<file path="config.mk">
export PLATFORM = sky130hd
export DESIGN_NAME = ram_arbiter
export DESIGN_NICKNAME = d
export VERILOG_FILES = /design/src/rtl/ram_arbiter_pkg.sv /design/src/rtl/ram_arbiter_rr_select2.sv /design/src/rtl/ram_arbiter.sv
export SDC_FILE = /design/constraint.sdc
export NUM_CORES = 1
export LEC_CHECK = 0
export BUFFER_PORTS_ARGS = -buffer_cell sky130_fd_sc_hd__clkbuf_2
export CAP_MARGIN = 10
export CORE_AREA = 10 10 104 106
export DETAILED_ROUTE_END_ITERATION = 12
export DIE_AREA = 0 0 114 116
export GPL_ROUTABILITY_DRIVEN = 0
export MAX_ROUTING_LAYER = met4
export PLACE_DENSITY = 0.83
export SLEW_MARGIN = 0
export SYNTH_ARGS = -nofsm -noshare
export SYNTH_HDL_FRONTEND = slang
export SYNTH_SLANG_ARGS = --single-unit
</file>
<file path="constraint.sdc">
create_clock -name clk -period 3.5 [get_ports clk]
set_input_delay 0.7 -clock clk [delete_from_list [all_inputs] [get_ports clk]]
set_output_delay 0.7 -clock clk [all_outputs]
set_load 0.1 [all_outputs]
</file>
<file path="src/rtl/ram_arbiter_pkg.sv">
// ============================================================================
// ram_arbiter_pkg : shared state encoding and port indices for ram_arbiter
// Revision: 1.0
// ============================================================================
`default_nettype none

package ram_arbiter_pkg;

    typedef enum logic [1:0] {
        IDLE  = 2'd0,
        LOCK0 = 2'd1,
        LOCK1 = 2'd2
    } arb_state_e;

    localparam logic PORT_CPU    = 1'b0;
    localparam logic PORT_LOADER = 1'b1;

endpackage

`default_nettype wire

</file>
<file path="src/rtl/ram_arbiter_rr_select2.sv">
// ============================================================================
// rr_select2 : combinational two-way round-robin picker with priority override
// Revision: 1.0
// ============================================================================
`default_nettype none

module rr_select2 (
    input  logic [1:0] req_i,
    input  logic       last_i,
    input  logic       force_en_i,
    input  logic       force_idx_i,
    output logic [1:0] gnt_o
);

    always_comb begin
        gnt_o = 2'b00;
        if (force_en_i) begin
            gnt_o[force_idx_i] = 1'b1;
        end else if (req_i == 2'b11) begin
            // Tie: the port that did not win last time goes now.
            gnt_o = last_i ? 2'b01 : 2'b10;
        end else begin
            gnt_o = req_i;
        end
    end

endmodule

`default_nettype wire

</file>
<file path="src/rtl/ram_arbiter.sv">
// ============================================================================
// ram_arbiter : shares the single-port data RAM between CPU MEM stage and
//               loader with round-robin arbitration and bounded burst lock
// Revision: 1.0
// ============================================================================
`default_nettype none

module ram_arbiter
    import ram_arbiter_pkg::*;
#(
    parameter int RAM_ADDR_W = 16,
    parameter int DATA_W     = 32,
    parameter int MAX_BURST  = 4
) (
    input  logic                  clk,
    input  logic                  reset_n,
    input  logic                  m0_req,
    input  logic                  m0_we,
    input  logic                  m0_lock,
    input  logic [RAM_ADDR_W-1:0] m0_addr,
    input  logic [DATA_W-1:0]     m0_wdata,
    output logic                  m0_gnt,
    output logic                  m0_rvalid,
    output logic [DATA_W-1:0]     m0_rdata,
    input  logic                  m1_req,
    input  logic                  m1_we,
    input  logic                  m1_lock,
    input  logic [RAM_ADDR_W-1:0] m1_addr,
    input  logic [DATA_W-1:0]     m1_wdata,
    output logic                  m1_gnt,
    output logic                  m1_rvalid,
    output logic [DATA_W-1:0]     m1_rdata,
    output logic [RAM_ADDR_W-1:0] ram_address,
    output logic [DATA_W-1:0]     ram_write_data,
    output logic                  ram_wren,
    input  logic [DATA_W-1:0]     ram_data
);

    localparam logic [3:0] MAX_BURST_C = 4'(MAX_BURST);

    arb_state_e            state_q;
    logic                  last_gnt_q;
    logic [3:0]            burst_cnt_q;
    logic [3:0]            burst_cnt_d;
    logic                  rd_pend_q;
    logic                  rd_owner_q;
    logic [RAM_ADDR_W-1:0] addr_q;
    logic [DATA_W-1:0]     wdata_q;

    logic                  lock_st_w;
    logic                  lock_idx_w;
    logic                  owner_req_w;
    logic                  other_req_w;
    logic                  force_en_w;
    logic [1:0]            sel_gnt_w;
    logic [1:0]            gnt_w;
    logic                  any_gnt_w;
    logic                  win_idx_w;
    logic                  win_we_w;
    logic                  win_lock_w;
    logic [RAM_ADDR_W-1:0] win_addr_w;
    logic [DATA_W-1:0]     win_wdata_w;

    assign lock_st_w   = (state_q != IDLE);
    assign lock_idx_w  = (state_q == LOCK1);
    assign owner_req_w = lock_idx_w ? m1_req : m0_req;
    assign other_req_w = lock_idx_w ? m0_req : m1_req;

    // The lock owner keeps priority until saturated, and even past that
    // while the other port stays quiet.
    assign force_en_w  = lock_st_w && owner_req_w &&
                         ((burst_cnt_q < MAX_BURST_C) || !other_req_w);

    rr_select2 u_rr_select2 (
        .req_i       ({m1_req, m0_req}),
        .last_i      (last_gnt_q),
        .force_en_i  (force_en_w),
        .force_idx_i (lock_idx_w),
        .gnt_o       (sel_gnt_w)
    );

    assign gnt_w       = reset_n ? sel_gnt_w : 2'b00;
    assign any_gnt_w   = |gnt_w;
    assign win_idx_w   = gnt_w[PORT_LOADER];
    assign win_we_w    = win_idx_w ? m1_we    : m0_we;
    assign win_lock_w  = win_idx_w ? m1_lock  : m0_lock;
    assign win_addr_w  = win_idx_w ? m1_addr  : m0_addr;
    assign win_wdata_w = win_idx_w ? m1_wdata : m0_wdata;

    assign m0_gnt         = gnt_w[PORT_CPU];
    assign m1_gnt         = gnt_w[PORT_LOADER];
    assign ram_wren       = any_gnt_w & win_we_w;
    assign ram_address    = any_gnt_w ? win_addr_w  : addr_q;
    assign ram_write_data = any_gnt_w ? win_wdata_w : wdata_q;

    assign m0_rvalid = reset_n & rd_pend_q & (rd_owner_q == PORT_CPU);
    assign m1_rvalid = reset_n & rd_pend_q & (rd_owner_q == PORT_LOADER);
    assign m0_rdata  = m0_rvalid ? ram_data : '0;
    assign m1_rdata  = m1_rvalid ? ram_data : '0;

    assign burst_cnt_d = (burst_cnt_q < MAX_BURST_C) ? burst_cnt_q + 4'd1 : burst_cnt_q;

    always_ff @(posedge clk) begin
        if (!reset_n) begin
            state_q     <= IDLE;
            last_gnt_q  <= 1'b1;
            burst_cnt_q <= 4'd0;
            rd_pend_q   <= 1'b0;
            rd_owner_q  <= PORT_CPU;
            addr_q      <= '0;
            wdata_q     <= '0;
        end else begin
            rd_pend_q <= any_gnt_w & ~win_we_w;
            if (any_gnt_w) begin
                rd_owner_q <= win_idx_w;
                last_gnt_q <= win_idx_w;
                addr_q     <= win_addr_w;
                wdata_q    <= win_wdata_w;
            end
            unique case (state_q)
                IDLE: begin
                    if (any_gnt_w && win_lock_w) begin
                        state_q     <= win_idx_w ? LOCK1 : LOCK0;
                        burst_cnt_q <= 4'd1;
                    end else begin
                        burst_cnt_q <= 4'd0;
                    end
                end
                LOCK0, LOCK1: begin
                    if (any_gnt_w && (win_idx_w == lock_idx_w) && win_lock_w) begin
                        burst_cnt_q <= burst_cnt_d;
                    end else begin
                        state_q     <= IDLE;
                        burst_cnt_q <= 4'd0;
                    end
                end
                default: begin
                    state_q     <= IDLE;
                    burst_cnt_q <= 4'd0;
                end
            endcase
        end
    end

endmodule

`default_nettype wire

</file>
* After elaboration in Yosys (flattened, before gate mapping)
Index checks and enable logic that the tools add are counted.
** Operators by class
- Add/sub/neg operators :: 1
- Multipliers :: 0
- Div/mod/pow operators :: 0
- Magnitude comparators :: 3
- Equality and inequality tests :: 7
- Shifts and indexed selects :: 0
- Mux-type cells :: 24
- Bitwise operators :: 7
- Reductions and logical operators :: 13
** Operators with widths (count)
- 32-bit two-way mux :: 4
- 16-bit two-way mux :: 2
- 2-bit two-way mux :: 7
- 4-bit two-way mux :: 2
- 4-bit one-hot mux with 2 select lines :: 1
- 1-bit logical AND :: 6
- 1-bit two-way mux :: 6
- 1-bit bitwise AND :: 5
- 4-bit by 1-bit adder with 4-bit output, second input constant :: 1
- 2-bit == test, second input constant :: 2
- 4-bit by 3-bit < comparator with 1-bit output, second input constant :: 1
- 2-bit != test, second input constant :: 2
- 2-bit one-hot mux with 2 select lines :: 1
- 2-bit OR reduction :: 2
- 3-bit != test, second input constant :: 1
- 2-bit by 1-bit == test with 1-bit output, second input constant :: 1
- 2-bit zero test :: 1
- 1-bit by 2-bit < comparator with 1-bit output, second input constant :: 1
- 1-bit inverter :: 2
- 2-bit AND reduction :: 1
- 2-bit nonzero test :: 1
- 1-bit demux with 1-bit select :: 1
- 1-bit == test :: 1
- 1-bit >= comparator, second input constant :: 1
- other kinds (2) :: 2
** Storage, ports and cells
- Register bits after elaboration :: 57
- Bits in latches :: 0
- Bits in writable memories :: 0
- Bits in read-only memories :: 0
- Output and inout port bits :: 117
- Memories kept :: 0

* Depth between registers and ports, before layout
- Word-level depth :: 12
- Gate-level depth with buffers :: 11
- Mapped depth without buffers :: 8

* Cells and area by module
From an unflattened synthesis, not the netlist that was laid out.
** Unflattened totals
- Cell total of the unflattened synthesis :: 408
- Area, all modules :: 3575.9 um^2
** Modules (own cells, without submodules)
- ram_arbiter :: instances 1, cells each 401, area an instance 3530.9 um^2, sequential area each 1141.1 um^2
- rr_select2 :: instances 1, cells each 7, area an instance 45.0 um^2, sequential area each 0.0 um^2

* Worst setup path before layout
No wires, ideal clock.
- Path type :: input to output
- From :: input port m1_req
- To :: output port ram_wren
- Arrival :: 3.408 ns
- Data required time :: 2.800 ns
- Setup slack :: -0.608 ns
- Stages :: 8
- Cells stage by stage :: mux2_4 -> a211o_1 -> buf_6 -> mux2i_4 -> buf_12 -> buf_12 -> mux2i_1 -> nor2b_1
** Between the ends
- Cells in the longest elaborated chain, start to end :: 8
** Ends and longest elaborated chain
- start, declared :: RTL line ram_arbiter.sv:25 : input logic m1_req,
- 1-bit two-way mux :: RTL line ram_arbiter.sv:67 : assign other_req_w = lock_idx_w ? m0_req : m1_req;
- 1-bit zero test :: RTL line ram_arbiter.sv:72 : ((burst_cnt_q < MAX_BURST_C) || !other_req_w);
- 1-bit logical OR :: RTL line ram_arbiter.sv:72
- 1-bit logical AND :: RTL line ram_arbiter.sv:71 : assign force_en_w = lock_st_w && owner_req_w &&
- 2-bit two-way mux * :: RTL line ram_arbiter_rr_select2.sv:17 : if (force_en_i) begin
- 2-bit two-way mux * :: RTL line ram_arbiter.sv:82 : assign gnt_w = reset_n ? sel_gnt_w : 2'b00;
- named net m1_gnt :: RTL line ram_arbiter.sv:30 : output logic m1_gnt,
- 2-bit OR reduction or 1-bit two-way mux (tied branches) :: RTL line ram_arbiter.sv:83, ram_arbiter.sv:85
- 1-bit bitwise AND * :: RTL line ram_arbiter.sv:92 : assign ram_wren = any_gnt_w & win_we_w;
- end, declared :: RTL line ram_arbiter.sv:35 : output logic ram_wren,
The timed path passes the listed nets; every way through them passes the cells marked *.

* Worst setup path in the final report
- From :: register state_q[0]
- To :: output port ram_address[15]
** Between the ends
- Cells in the longest elaborated chain, start to end :: 9
** Ends and longest elaborated chain
- start, declared :: RTL line ram_arbiter.sv:41 : arb_state_e state_q;
- start signal, assigned :: RTL line ram_arbiter.sv:123 : state_q <= win_idx_w ? LOCK1 : LOCK0;
- 2-bit == test :: RTL line ram_arbiter.sv:65 : assign lock_idx_w = (state_q == LOCK1);
- 1-bit by 2-bit < comparator with 1-bit output (not written as such), or another cell as far along :: RTL line ram_arbiter_rr_select2.sv:18 : gnt_o[force_idx_i] = 1'b1;
- 1-bit logical AND (not written as such) or 1-bit zero test (tied branches) :: RTL line ram_arbiter_rr_select2.sv:18, ram_arbiter.sv:72
- 1-bit two-way mux (not written as such) or 1-bit logical OR (tied branches) :: RTL line ram_arbiter_rr_select2.sv:18, ram_arbiter.sv:72
- 1-bit demux with 1-bit select or 1-bit logical AND (tied branches)
- 2-bit two-way mux * :: RTL line ram_arbiter_rr_select2.sv:17
- 2-bit two-way mux * :: RTL line ram_arbiter.sv:82
- 16-bit two-way mux or 2-bit OR reduction (tied branches) :: RTL line ram_arbiter.sv:87, ram_arbiter.sv:83
- 16-bit two-way mux *
- end, declared :: RTL line ram_arbiter.sv:33 : output logic [RAM_ADDR_W-1:0] ram_address,
Mark *: on every way between the ends. The rest lies on a longest branch, timed or not.

==> impl_metrics.json <==
{
  "status": "complete, no violations",
  "syn_nets": 559,
  "drive_gt1_frac": 0.572,
  "antenna_found_initial": 0,
  "hp-start": "burst_cnt_q[3]",
  "async_flop_share": 0,
  "place_area_um2": 6960,
  "grt.overflow.total": 0,
  "cts.reportedPaths.clkPinSlew_ns": 0.07,
  "holdPathStages": 1,
  "hold_end": "burst_cnt_q[3]",
  "critical_path_peak_fanout": 7,
  "slowest_delay_ns": 0.36,
  "skew_ns": 0.0135,
  "initial_core_util": 0.416,
  "seq_power_share": 0.253,
  "cpMaxStageDelayCell": "dfxtp_2",
  "grt_pass1_wl_um": 24500,
  "reg2reg_depth": 10,
  "routed_via_density": 5.22,
  "portBuffers": 252,
  "min_period_over_period": 0.981,
  "core-area_um2": 8680,
  "syn_inst": 418,
  "die-width_um": 114,
  "drcViolationCount": 0,
  "synth_edf_count": 0,
  "power.switching_w": 0.00126,
  "n_antenna_cell": 0,
  "antenna_left": 0,
  "drt_iter0_drc": 186,
  "grt_max_degree": 47,
  "crit_required_ns": 2.80,
  "synth_warnings": 0,
  "cp-end-kind": "primary output",
  "start_kind": "flip-flop",
  "path_delay_family": "multiplexers",
  "cp_num_buf_inv": 4,
  "p_leak_nw": 3.20,
  "routedWlPerCell_um": 23.1,
  "min_period_ns": 3.44,
  "synth.distinct_cells": 36,
  "synthFlopType": "dfxtp_1",
  "dr.pass1.iters": 4,
  "routed_wirelength_um": 18100,
  "layoutNonFillerInstCount": 783,
  "arrival_ns": 2.74,
  "hold_viol": 0,
  "pwr-share-comb": 0.535,
  "area_growth_pct": 110,
  "clockPowerShare": 0.212,
  "yosys.area.top_type": "dfxtp_1",
  "slew-limit-headroom": 0.669,
  "num_vias": 4089,
  "cts_buffers": 9,
  "cp_cell_sequence": "inv_4 -> ha_4 -> mux2_4 -> a211o_1 -> mux2i_4 -> buf_6 -> clkbuf_16 -> mux2i_2 -> a21oi_2 -> buf_12",
  "cts_buffer_depth": 2,
  "ios": 253,
  "clock_sinks": 57,
  "r2r_slack_ns": 0.97,
  "ys_ff_latch": 57,
  "power_density_nw_per_um2": 374,
  "irDropWorstVdd_mv": 0.450,
  "cts_root_buf": "clkbuf_8",
  "syn_area_um2": 3610,
  "fin_area_um2": 7590,
  "grt_pass1_vias": 4334,
  "r2r_end": "state_q[1]",
  "maxCapViolCount": 0,
  "groute.usage.overall": 0.244,
  "swShare": 0.445,
  "dieArea_um2": 13200,
  "final_max_slew_viol_count": 0,
  "fmax_mhz": 291,
  "netlist.area_leader.share": 0.316,
  "hold_path_class": "flip-flop to flip-flop",
  "nNetsFinal": 812,
  "synth_area_leaders": "dfxtp_1, and2_1, mux2i_1, a21oi_2, nor2_1",
  "p_int_w": 0.00158,
  "worstMarginPinSlew_ns": 0.497,
  "critPathKind": "flip-flop to primary output",
  "tns_ns": 0,
  "htree_levels": 3,
  "r2r-start": "state_q[0]",
  "die_y_um": 116,
  "avgSynthCellArea_um2": 8.63,
  "num_rows": 34,
  "cts_tree": "built",
  "place_hpwl_um": 13500,
  "clkLatencyLatePin_ns": 0.34,
  "hold_buffers": 0,
  "setup_violations": 0,
  "yosysSeqAreaShare": 0.316,
  "dp.cells": 760
}
==> cells by family (layout without fill, tap and decap cells) <==
group,Yosys count,count (layout),synth area share
and+or+nand+nor,202,202,0.304
adders and majority gates,5,5,0.0173
muxes,54,54,0.155
DFF,57,57,0.316
AOI/OAI and AO/OA,65,65,0.141
buffers and inverters,35,292,0.0666
==> final cells by class <==
cell class              count  area (µm²)
clock buffers              10         128
clock inverters             5        57.6
fillers                   392        1090
inverters                   4        17.5
multi-input cells         326        2840
flip-flops and latches     57        1140
well taps                 108         135
repair buffers            273        3270
==> power groups by stage <==
stage / Combinational, W / Sequential, W / Clock, W
after floorplan: 0.000919 / 0.000724 / 0
after global placement: 0.00139 / 0.000726 / 0
after detailed placement: 0.00142 / 0.000729 / 0
after CTS: 0.00145 / 0.000715 / 0.000605
after global routing: 0.00157 / 0.000720 / 0.000646
final: 0.00152 / 0.000718 / 0.000603
==> sequential cells by signal (all words and copies together), names as in the netlist <==
signal / count
wdata_q: 32
state_q: 2
burst_cnt_q: 4
last_gnt_q: 1
addr_q: 16
rd_pend_q: 1
rd_owner_q: 1
==> worst reg2reg max path, cell delays in order (launching register included) <==
cell and delay (ns):
dfxtp_2 0.36, inv_4 0.05, ha_4 0.16, mux2_4 0.30, a211o_1 0.32, mux2i_4 0.23, buf_4 0.19, clkbuf_16 0.19
mux2_2 0.38, a21boi_1 0.15, o21ai_0 0.14
==> synthesized netlist by cell type, types with 2 or more instances <==
cell type / number
inv_1: 4
ha_1: 5
nor4_1: 2
mux2i_1: 51
dfxtp_1: 57
a21oi_1: 8
clkbuf_1: 20
a21oi_2: 44
nor2_1: 55
nand3_1: 4
nand2_1: 12
nor2b_1: 4
and3_1: 2
and2_1: 115
buf_12: 6
o22ai_1: 2
nor3b_1: 2
o21ai_0: 5
buf_2: 3
==> stage by stage <==
step | setup WS [ns] | total power (W) | hold WS (ns) | utilization
final | 0.0648 | 0.00284 | 0.495 | 0.875
after global routing | -0.0201 | 0.00293 | 0.504 | 0.875
after CTS | 0.0144 | 0.00277 | 0.495 | 0.840
after detailed placement | 0.0804 | 0.00215 | 0.455 | 0.802
after global placement | 0.134 | 0.00212 | 0.443 | 0.802
after floorplan | -0.143 | 0.00164 | 0.433 | -
==> cell usage in the layout, fill, tap and decap left out, types with 2 or more instances in the layout <==
master      instances
buf_4              15
mux2i_1            12
and3_1              2
clkbuf_2          135
mux2i_4            18
a21oi_2            10
mux2i_2            22
buf_12            118
a21oi_1             4
clkinvlp_4          3
nor2_1             55
nand3_1             4
ha_1                4
dfxtp_1            55
buf_16              2
dfxtp_2             2
inv_1               3
nor4_1              2
a21oi_4            38
clkbuf_8            9
nor2b_1             2
nand2_1            12
o22ai_1             2
clkbuf_16           2
and2_1            115
o21ai_0             5
nor3b_1             2
==> worst max-delay path by stage <==
stage	end	cells past startpoint	startpoint	slack, ns
6_report	ram_address[15]	10	state_q[0]	0.06
2_1_floorplan	ram_write_data[28]	8	m1_req	-0.14
4_1_cts	ram_write_data[23]	11	state_q[0]	0.01
3_3_place_gp	ram_write_data[23]	9	m1_req	0.13
5_1_grt	ram_write_data[12]	10	state_q[0]	-0.02
3_5_place_dp	ram_address[12]	8	m1_req	0.08
==> routing by layer <==
layer	GRT usage	up-vias	part of all wire
li1	-	1887	-
met4	0.0802	0	0.025
met3	0.0832	34	0.10
met5	-	-	0
met1	0.243	1930	0.34
met2	0.439	238	0.54
==> timing repair <==
item                       CTS  global route
pin swaps                    0             2
gates cloned                 1             2
hold endpoints to repair     0             0
setup endpoints to repair   49            49
buffers inserted             3             2
resized for setup           25            41
Power figures use the tool's default switching activity.
